===== config.mk =====
export PLATFORM = sky130hd
export DESIGN_NAME = mips_run_ctrl_flat
export DESIGN_NICKNAME = d
export VERILOG_FILES = /design/src/rtl/mips_run_ctrl_if.sv /design/src/rtl/mips_run_ctrl.sv /design/src/flat_wrapper.sv
export SDC_FILE = /design/constraint.sdc
export NUM_CORES = 1
export LEC_CHECK = 0
export CORE_MARGIN = 8
export CORE_UTILIZATION = 30
export CTS_BUF_LIST = sky130_fd_sc_hd__clkbuf_16
export DETAILED_ROUTE_END_ITERATION = 8
export DONT_BUFFER_PORTS = 1
export HOLD_SLACK_MARGIN = 0.06
export PLACE_DENSITY = 0.41
export RECOVER_POWER = 50
export SYNTH_ARGS = -nofsm -noshare
export SYNTH_HDL_FRONTEND = slang
export SYNTH_SLANG_ARGS = --single-unit
export TNS_END_PERCENT = 50

===== constraint.sdc =====
create_clock -name clk -period 4.4 [get_ports clk]
set_input_delay 0.88 -clock clk [delete_from_list [all_inputs] [get_ports clk]]
set_output_delay 0.88 -clock clk [all_outputs]
set_load 0.01 [all_outputs]

===== src/rtl/mips_run_ctrl_if.sv =====
// Host command port of the MIPS run/debug controller: valid/ready handshake
// plus opcode, address, data and a one-cycle reject pulse.
interface mips_run_ctrl_if;
  logic        cmd_valid;
  logic        cmd_ready;
  logic [2:0]  cmd_op;
  logic [31:0] cmd_addr;
  logic [31:0] cmd_data;
  logic        cmd_err;

  modport master (
    output cmd_valid, cmd_op, cmd_addr, cmd_data,
    input  cmd_ready, cmd_err
  );

  modport slave (
    input  cmd_valid, cmd_op, cmd_addr, cmd_data,
    output cmd_ready, cmd_err
  );
endinterface


===== src/rtl/mips_run_ctrl.sv =====
// Run/debug sequencer for the monocycle MIPS datapath: imem loading under reset,
// budgeted run, single step, halt, one PC breakpoint and a retired counter.
module mips_run_ctrl #(
  parameter int IMEM_AW = 8,
  parameter int CNT_W   = 16
) (
  input  logic               clk,
  input  logic               rst,
  mips_run_ctrl_if.slave     cmd,
  input  logic [31:0]        core_pc,
  output logic               core_rst,
  output logic               core_en,
  output logic               imem_we,
  output logic [IMEM_AW-1:0] imem_waddr,
  output logic [31:0]        imem_wdata,
  output logic [2:0]         state,
  output logic               halted,
  output logic               bp_hit,
  output logic [CNT_W-1:0]   retired
);

  typedef enum logic [2:0] {
    ST_IDLE   = 3'd0,
    ST_LOAD   = 3'd1,
    ST_RUN    = 3'd2,
    ST_STEP   = 3'd3,
    ST_HALTED = 3'd4
  } state_t;

  localparam logic [2:0] OP_LOAD  = 3'd1;
  localparam logic [2:0] OP_RUN   = 3'd2;
  localparam logic [2:0] OP_STEP  = 3'd3;
  localparam logic [2:0] OP_HALT  = 3'd4;
  localparam logic [2:0] OP_SETBP = 3'd5;

  localparam logic [CNT_W-1:0] BUDGET_LAST = CNT_W'(1);

  state_t             state_reg;
  logic               core_rst_reg;
  logic               imem_we_reg;
  logic [IMEM_AW-1:0] imem_waddr_reg;
  logic [31:0]        imem_wdata_reg;
  logic               cmd_err_reg;
  logic               bp_hit_reg;
  logic [CNT_W-1:0]   retired_reg;
  logic [31:0]        bp_addr_reg;
  logic               bp_en_reg;
  logic [CNT_W-1:0]   budget_reg;
  logic               skip_reg;

  logic accept;
  logic bp_match;

  assign accept   = cmd.cmd_valid && cmd.cmd_ready;
  // skip masks the breakpoint on the first cycle after resuming from it
  assign bp_match = bp_en_reg && (core_pc == bp_addr_reg) && !skip_reg;

  always_comb begin
    core_en = 1'b0;
    case (state_reg)
      ST_RUN:  core_en = !bp_match;
      ST_STEP: core_en = 1'b1;
      default: core_en = 1'b0;
    endcase
  end

  always_ff @(posedge clk or posedge rst) begin
    if (rst) begin
      state_reg      <= ST_IDLE;
      core_rst_reg   <= 1'b1;
      imem_we_reg    <= 1'b0;
      imem_waddr_reg <= '0;
      imem_wdata_reg <= '0;
      cmd_err_reg    <= 1'b0;
      bp_hit_reg     <= 1'b0;
      retired_reg    <= '0;
      bp_addr_reg    <= '0;
      bp_en_reg      <= 1'b0;
      budget_reg     <= '0;
      skip_reg       <= 1'b0;
    end else begin
      imem_we_reg <= 1'b0;
      cmd_err_reg <= 1'b0;

      if (core_en) begin
        if (retired_reg != '1)
          retired_reg <= retired_reg + 1'b1;
        skip_reg <= 1'b0;
        if (budget_reg != '0)
          budget_reg <= budget_reg - 1'b1;
      end

      if (accept && cmd.cmd_op == OP_SETBP) begin
        bp_addr_reg <= cmd.cmd_addr;
        bp_en_reg   <= cmd.cmd_data[0];
      end

      case (state_reg)
        ST_IDLE, ST_HALTED: begin
          if (accept) begin
            case (cmd.cmd_op)
              OP_LOAD: begin
                state_reg      <= ST_LOAD;
                imem_we_reg    <= 1'b1;
                imem_waddr_reg <= cmd.cmd_addr[IMEM_AW+1:2];
                imem_wdata_reg <= cmd.cmd_data;
                core_rst_reg   <= 1'b1;
                bp_hit_reg     <= 1'b0;
              end
              OP_RUN: begin
                state_reg    <= ST_RUN;
                core_rst_reg <= 1'b0;
                budget_reg   <= cmd.cmd_data[CNT_W-1:0];
                bp_hit_reg   <= 1'b0;
                if (state_reg == ST_IDLE)
                  retired_reg <= '0;
                else
                  skip_reg <= 1'b1;
              end
              OP_STEP: begin
                state_reg    <= ST_STEP;
                core_rst_reg <= 1'b0;
                bp_hit_reg   <= 1'b0;
                if (state_reg == ST_IDLE)
                  retired_reg <= '0;
              end
              OP_SETBP: ;
              default: cmd_err_reg <= 1'b1;
            endcase
          end
        end
        ST_LOAD: state_reg <= ST_IDLE;
        ST_RUN: begin
          if (accept && cmd.cmd_op != OP_SETBP && cmd.cmd_op != OP_HALT)
            cmd_err_reg <= 1'b1;
          if (bp_match) begin
            state_reg  <= ST_HALTED;
            bp_hit_reg <= 1'b1;
          end else if (accept && cmd.cmd_op == OP_HALT) begin
            state_reg <= ST_HALTED;
          end else if (budget_reg == BUDGET_LAST) begin
            state_reg <= ST_HALTED;
          end
        end
        ST_STEP: state_reg <= ST_HALTED;
        default: state_reg <= ST_IDLE;
      endcase
    end
  end

  generate
    if (CNT_W < 32) begin : g_data_sink
      logic data_unused;
      assign data_unused = ^cmd.cmd_data[31:CNT_W];
    end
  endgenerate

  assign cmd.cmd_ready = (state_reg != ST_LOAD) && (state_reg != ST_STEP);
  assign cmd.cmd_err   = cmd_err_reg;
  assign core_rst      = core_rst_reg;
  assign imem_we       = imem_we_reg;
  assign imem_waddr    = imem_waddr_reg;
  assign imem_wdata    = imem_wdata_reg;
  assign state         = state_reg;
  assign halted        = (state_reg == ST_HALTED);
  assign bp_hit        = bp_hit_reg;
  assign retired       = retired_reg;

endmodule

===== src/flat_wrapper.sv =====
// flat-port wrapper written by rule: the top's interface ports become plain ports
module mips_run_ctrl_flat 
#(
  parameter int IMEM_AW = 8,
  parameter int CNT_W   = 16
)
  (clk, rst, core_pc, core_rst, core_en, imem_we, imem_waddr, imem_wdata, state, halted, bp_hit, retired, cmd_cmd_valid, cmd_cmd_op, cmd_cmd_addr, cmd_cmd_data, cmd_cmd_ready, cmd_cmd_err);
  mips_run_ctrl_if cmd_i ();
  input  logic clk;
  input  logic rst;
  input  logic [31:0] core_pc;
  output logic core_rst;
  output logic core_en;
  output logic imem_we;
  output logic [IMEM_AW-1:0] imem_waddr;
  output logic [31:0] imem_wdata;
  output logic [2:0] state;
  output logic halted;
  output logic bp_hit;
  output logic [CNT_W-1:0] retired;
  input wire logic [$bits(cmd_i.cmd_valid)-1:0] cmd_cmd_valid;
  input wire logic [$bits(cmd_i.cmd_op)-1:0] cmd_cmd_op;
  input wire logic [$bits(cmd_i.cmd_addr)-1:0] cmd_cmd_addr;
  input wire logic [$bits(cmd_i.cmd_data)-1:0] cmd_cmd_data;
  output wire logic [$bits(cmd_i.cmd_ready)-1:0] cmd_cmd_ready;
  output wire logic [$bits(cmd_i.cmd_err)-1:0] cmd_cmd_err;
  assign cmd_i.cmd_valid = cmd_cmd_valid;
  assign cmd_i.cmd_op = cmd_cmd_op;
  assign cmd_i.cmd_addr = cmd_cmd_addr;
  assign cmd_i.cmd_data = cmd_cmd_data;
  assign cmd_cmd_ready = cmd_i.cmd_ready;
  assign cmd_cmd_err = cmd_i.cmd_err;
  mips_run_ctrl #(.IMEM_AW(IMEM_AW), .CNT_W(CNT_W)) u_core (.clk(clk), .rst(rst), .cmd(cmd_i), .core_pc(core_pc), .core_rst(core_rst), .core_en(core_en), .imem_we(imem_we), .imem_waddr(imem_waddr), .imem_wdata(imem_wdata), .state(state), .halted(halted), .bp_hit(bp_hit), .retired(retired));
endmodule

==> results of run 1 <==
==> placed cells by master, fill, tap and decap left out, types with 10 or more instances in the layout <==
master,instances
mux2_2,33
nand2_1,148
xnor2_1,24
o21ai_0,16
nor2_1,20
xor2_1,16
nand4_1,13
nor3_1,10
nand3_1,23
dfrtp_1,112
clkbuf_16,17
==> kinds of logic after synthesis <==
logic type      count (synthesis)
buf+inv                        27
fa+ha+maj                       4
compound gates                 50
xor+xnor                       40
mux                            34
flops                         113
simple gates                  257
==> critical path: cells and delay by family <==
kind,cells,cell delay (ns)
XOR/XNOR,1,0.13
buffers and inverters,1,0.35
AND/OR/NAND/NOR,4,1.27
==> metal layers <==
metal / wire length [um] / up-vias / global-route usage
met3: 1160 / 12 / 0.0520
met1: 6080 / 1897 / 0.156
li1: - / 1827 / -
met2: 7220 / 114 / 0.225
met4: 175 / 0 / 0.0495
met5: 0 / - / 0
==> final cells by class <==
class,instances,area share
flip-flops and latches,113,0.461
repair buffers,6,0.00937
clock inverters,15,0.0285
inverters,8,0.00489
well taps,225,0.0458
multi-input cells,385,0.382
clock buffers,17,0.0693
==> metrics by stage <==
stage	std cells	hold slack, ns	setup slack (ns)	power, W
final	769	0.507	0.887	0.00370
after global routing	769	0.522	0.676	0.00393
after CTS	769	0.517	0.822	0.00376
after detailed placement	737	0.504	0.824	0.00233
after global placement	737	0.501	0.849	0.00230
after floorplan	525	0.441	0.534	0.00213
==> worst max path at each step <==
stage                           start                     to  slack, ns
after detailed placement  core_pc[29]                core_en       0.82
after floorplan                   rst  u_core.bp_addr_reg[0]       0.53
after CTS                 core_pc[29]                core_en       0.82
final                     core_pc[29]                core_en       0.89
after global placement    core_pc[29]                core_en       0.85
after global routing      core_pc[29]                core_en       0.68
==> power by group through the flow <==
stage	clock (W)	combinational, W	sequential (W)
after floorplan	0	0.000513	0.00161
after global placement	0	0.000596	0.00171
after detailed placement	0	0.000619	0.00171
after CTS	0.00145	0.000620	0.00170
after global routing	0.00149	0.000710	0.00173
final	0.00141	0.000607	0.00168
==> metrics.md, run 1 <==
| Metric | Value |
|---|---|
| Postcts setup bufs | `0` |
| Syn avg cell area | `10.0 um^2` |
| Hold Crit Depth | `1` |
| Largest net degree at the start of global routing | `65` |
| Util after Layout | `0.356` |
| Syn_nets | `~630` |
| Final hold vios | `0` |
| Synth Area in Simple Gates | `0.230` |
| Initial Utilization | `0.306` |
| Mapped Cells | `525` |
| Share of cells above drive strength 1 | `0.136` |
| Clock Power Share | `0.381` |
| Setup TNS | `0 ns` |
| CP max stage cell | `nor4_1` |
| Fillers | `1789` |
| Worst Clk Skew | `roughly 0.012 ns` |
| Synth top area cells | `dfrtp_1 (53%), nand2_1 (11%), mux2_2 (7.0%)` |
| F_max | `roughly 0.28 GHz` |
| DR iter-0 viols | `164` |
| Root Driver | `clkbuf_16` |
| Maximum vdd drop | `between 200 and 300 uV` |
| Count of state elements after synthesis | `113` |
| FFs w/ async S/R, synth | `1.00` |
| Failing checks | `capacitance limit, slew limit` |
| Unrepaired setup endpoints after global routing | `no` |
| Die W | `around 150 um` |
| CTS sink cnt | `roughly 110` |
| Static Leak | `2.67 nW` |
| Detailed Routing Iterations Pass 1 | `6` |
| Post-synthesis mux area share | `0.0724` |
| # IOs | `roughly 170` |
| Flop pwr share | `0.455` |
| DRC viols | `0` |
| Combinational Power Share | `0.164` |
| Initial antenna violation count | `0` |
| Post-synth top flop | `dfrtp_1` |
| Compound-cell area share of the yosys netlist | `0.0652` |
| Vias in the first global route | `roughly 4100` |
| Switching Power | `0.00115 W` |
| R2r setup slk | `roughly 1.7 ns` |
| Post-synth EDFFs | `0` |
| Worst Hold Class | `reg -> reg` |
| Crit end category | `output pin` |
| Gpl congestion | `about 0.76` |
| Register area share after synthesis | `0.536` |
| Worst Path Arrival | `roughly 2.6 ns` |
| Area of the core | `about 17000 um^2` |
| Die span in y | `149 um` |
| Internal power | `between 0.002 and 0.003 W` |
| Share of the synthesized area in the top cell type | `0.531` |
| H-tree Lvls | `4` |
| Multi-input logic area | `between 2000 and 2500 um^2` |
| Setup CP Type | `in -> out` |
| Pwr Density | `just over 600 nW/um^2` |
| Required time worst endpoint | `3.52 ns` |
| Register area | `about 2800 um^2` |
| Clock-pin slew on the worst setup and hold paths | `~0.05 ns` |
| Worst flop-to-flop path startpoint | `u_core.bp_addr_reg[29]` |
| Worst Tran Pin Value | `approximately 2.6 ns` |
| Die area | `~22000 um^2` |
| GR Overflow Total | `0` |
| CP Cell Sequence | `xor2_1 -> nor4_1 -> and4bb_2 -> nand3_1 -> nand2_1 -> clkinv_1` |
| Final setup fails | `0` |
| Max-slew headroom | `-0.762` |
| Ant diodes | `0` |
| Vias per Instance | `~5` |
| Yosys top cell by area | `dfrtp_1` |
| Synthesized cell area | `about 5300 um^2` |
| Main combinational cell family by area after synthesis | `simple AND/OR/NAND/NOR gates` |
| Slew Viols, Final | `64` |
| Area grow syn2layout | `16.5%` |
| Reg2Reg Capture Point | `u_core.retired[15]` |
| Post-DP HPWL | `~11 mm` |
| Outcome | `complete, but fails checks` |
| Commonest cells in the netlist | `nand2_1 (149), dfrtp_1 (112), mux2_2 (33)` |
| Clock Latency Late Sink | `between 0.4 and 0.5 ns` |
| Reg2Reg Depth | `8` |
| Cts bufs inserted | `17` |
| Switch share | `0.309` |
| Nets@finish | `637` |
| First-pass GRT wire length | `roughly 23 mm` |
| Routed WL per cell | `approximately 19 um` |
| Hold path endpoint | `u_core.bp_en_reg` |
| Core Rows | `48` |
| Post-synthesis xor/xnor area fraction | `0.0664` |
| Largest fanout on the critical path | `9` |
| Post-synth cell types | `47` |
| Max-cap violation count | `1` |
| Antenna Nets Post-Route | `0` |
| Worst setup SP type | `input pin` |
| Synth Area in Adders | `0.00949` |
| Total Routing Usage GR | `0.136` |
| Most common cell in the netlist | `nand2_1` |
| Port buffer count | `0` |
| Final Cycle Share | `0.798` |
| Post-Layout Inst Area | `6140 um^2` |
| HP Start | `u_core.bp_en_reg` |
| Hold Buf Count CTS | `0` |
| Via count | `~3900` |
| Final Routed Wirelength | `around 15 mm` |
| Yosys warning total | `0` |
| Crit path time final | `3.51 ns` |
| Max incr delay on CP | `about 0.56 ns` |
| Clock buffer depth | `2` |
| CTS resizes | `0` |
| CTS tree | `yes` |
| Placed cell area | `roughly 5500 um^2` |
Power figures use the tool's default switching activity.
==> inputs of run 2 (changes only) <==
- PLACE_DENSITY: 0.41 -> 0.42
- clock period: 4.4 -> 3.1 ns (I/O delays scaled with it)
==> run 2 against run 1 <==
  * The flow still finishes with violations (capacitance limit, slew limit)
  * Core utilization hardly changed
  * Cell count is 0.78% higher
  * Routed wire length fell by 1.7%
  * Combinational power increased by 47%
  * Total power is 40% higher
  * Highest routed layer unchanged
==> metrics.md, run 2 (synthesized netlist as in run 1, its figures left out) <==
| Metric | Value |
|---|---|
| Area of the core | `17200 um^2 (unchanged)` |
| Final setup fails | `0 (unchanged)` |
| Vias per Instance | `4.98 (-0.59%)` |
| Clock buffer depth | `2 (unchanged)` |
| CP max stage cell | `nor4_1` |
| Share of cells above drive strength 1 | `0.142 (+0.00579)` |
| Max-slew headroom | `-0.0698 (+0.692)` |
| Cell family with most CP delay | `simple AND/OR/NAND/NOR gates` |
| Outcome | `complete, but fails checks` |
| Total Routing Usage GR | `0.133 (-0.00258)` |
| Port buffer count | `0 (unchanged)` |
| Cts bufs inserted | `17 (unchanged)` |
| Static Leak | `2.68 nW (+0.17%)` |
| Largest net degree at the start of global routing | `114 (+75%)` |
| DR iter-0 viols | `244 (+49%)` |
| Worst path buffer plus inverter count | `1 (unchanged)` |
| Max incr delay on CP | `0.51 ns (-0.05 ns)` |
| Core Rows | `48 (unchanged)` |
| DRC viols | `0 (unchanged)` |
| Die W | `149 um (unchanged)` |
| Post-Layout Inst Area | `6140 um^2 (about the same)` |
| Final WS setup | `0.285 ns (-0.602 ns)` |
| Pwr Density | `843 nW/um^2 (+40%)` |
| Switch share | `0.312 (+0.00221)` |
| Maximum vdd drop | `386 uV (+37%)` |
| Die span in y | `149 um (unchanged)` |
| Failing checks | `capacitance limit, slew limit` |
| Internal power | `0.00357 W (+39%)` |
| Required time worst endpoint | `2.48 ns (-1.04 ns)` |
| Max-cap violation count | `1 (unchanged)` |
| Util after Layout | `0.356 (about the same)` |
| Commonest non-fill, non-tap cells in the layout | `nand2_1 (149), dfrtp_1 (112), mux2_2 (33), xnor2_1 (24), nand3_1 (23)` |
| First-pass GRT wire length | `22.8 mm (-1.6%)` |
| Post-place setup slack | `0.427 ns (-0.396 ns)` |
| Setup TNS | `0 ns (unchanged)` |
| Power, Total | `0.00518 W (+40%)` |
| # IOs | `168 (unchanged)` |
| Worst Path Arrival | `2.19 ns (-0.44 ns)` |
| Hold Buf Count CTS | `0 (unchanged)` |
| Die area | `22100 um^2 (unchanged)` |
| Largest fanout on the critical path | `2 (-7)` |
| Clock Power Share | `0.369 (-0.012)` |
| Ant diodes | `0 (unchanged)` |
| Nets@finish | `643 (+0.94%)` |
| Most common cell after layout, fill and taps aside | `nand2_1` |
| Initial Utilization | `0.306 (unchanged)` |
| CP Cell Sequence | `xor2_1 -> nor4_1 -> and4bb_2 -> nand3_1 -> nand2_1 -> clkinv_1` |
| Routed WL per cell | `18.6 um (-2.5%)` |
| Worst Tran Pin Value | `1.60 ns (-1.04 ns)` |
| Antenna Nets Post-Route | `0 (unchanged)` |
| Postcts setup bufs | `0 (unchanged)` |
| Final Routed Wirelength | `14.4 mm (-1.7%)` |
| GR Overflow Total | `0 (unchanged)` |
| Worst setup SP type | `register` |
| F_max | `0.355 GHz` |
| Crit end category | `output pin` |
| Worst Clk Skew | `0.00616 ns (-0.00615 ns)` |
| Final hold vios | `0 (unchanged)` |
| Slew Viols, Final | `114 (+78%)` |
| Vias in the first global route | `4002 (-2.1%)` |
| Clock Latency Late Sink | `0.41 ns (about the same)` |
| Clock-pin slew on the worst setup and hold paths | `0.06 ns (about the same)` |
| Root Driver | `clkbuf_16` |
| Crit path time final | `between 2 and 3 ns` |
| Initial antenna violation count | `0 (unchanged)` |
| Post-DP HPWL | `10.3 mm (-2.6%)` |
| Combinational Power Share | `0.173 (+0.009)` |
| Unrepaired setup endpoints after global routing | `no` |
| Fillers | `1730 (-3.3%)` |
| H-tree Lvls | `4 (unchanged)` |
| Switching Power | `0.00161 W (+41%)` |
| Via count | `3857 (+0.18%)` |
| Final Cycle Share | `0.908` |
| CTS tree | `yes` |
| Placed cell area | `5590 um^2 (+0.79%)` |
| Flop pwr share | `0.458 (+0.003)` |
| CTS sink cnt | `113 (unchanged)` |
| Area grow syn2layout | `16.5% (about the same)` |
| Gpl congestion | `0.747 (-1.3%)` |
| CTS resizes | `0 (unchanged)` |
| Detailed Routing Iterations Pass 1 | `4 (-2)` |
| Setup CP Type | `reg -> out` |
| Worst Hold Class | `in -> reg` |
-- run 2: changes by cell type in the layout (fill, tap and decap cells not counted), sizes merged --
cell,change
buf,+4
clkinv,+3
clkbuf,+2
inv,-2
bufinv,-1
-- run 2: final cells by class --
| cell class | count | area [um^2] | area share |
|---|---|---|---|
| clock inverters | 15 | 150 | 0.0244 |
| repair buffers | 12 | 86.3 | 0.0141 |
| flip-flops and latches | 113 | 2830 | 0.460 |
| clock buffers | 17 | 425 | 0.0692 |
| multi-input cells | 385 | 2340 | 0.381 |
| well taps | 225 | 282 | 0.0458 |
| inverters | 8 | 31.3 | 0.00509 |
-- run 2: power by group through the flow --
stage | Combinational [W] | Sequential (W) | Clock (W)
3_3_place_gp | 0.000887 | 0.00240 | 0
4_1_cts | 0.000917 | 0.00239 | 0.00196
5_1_grt | 0.00103 | 0.00245 | 0.00203
3_5_place_dp | 0.000914 | 0.00241 | 0
2_1_floorplan | 0.000729 | 0.00229 | 0
6_report | 0.000895 | 0.00237 | 0.00191
-- run 2: metrics by stage --
stage / hold WS [ns] / std cells
after floorplan: 0.441 / 525
after global placement: 0.470 / 743
after detailed placement: 0.468 / 743
after CTS: 0.294 / 775
after global routing: 0.294 / 775
final: 0.311 / 775
-- run 2: path summary, 6_finish.rpt --
check                                  startpoint                    end  slack (ns)  cells after the start
min in group asynchronous                     rst  u_core.imem_wdata[17]        0.67                      2
setup reg to reg                u_core.retired[0]      u_core.retired[4]        0.46                      7
setup / recovery           u_core.bp_addr_reg[29]                core_en        0.29                      6
hold / removal                   cmd_cmd_data[29]  u_core.imem_wdata[29]        0.31                      2
hold reg to reg                   u_core.skip_reg        u_core.skip_reg        0.47                      2
max in group asynchronous                     rst  u_core.bp_addr_reg[5]        1.39                      2
-- run 2: routing by layer --
| layer | vias up | wire length [um] | track usage |
|---|---|---|---|
| met4 | 0 | 307 | 0.0566 |
| met1 | 1857 | 6000 | 0.160 |
| li1 | 1845 | - | - |
| met3 | 21 | 1270 | 0.0510 |
| met5 | - | 0 | 0 |
| met2 | 134 | 6800 | 0.208 |
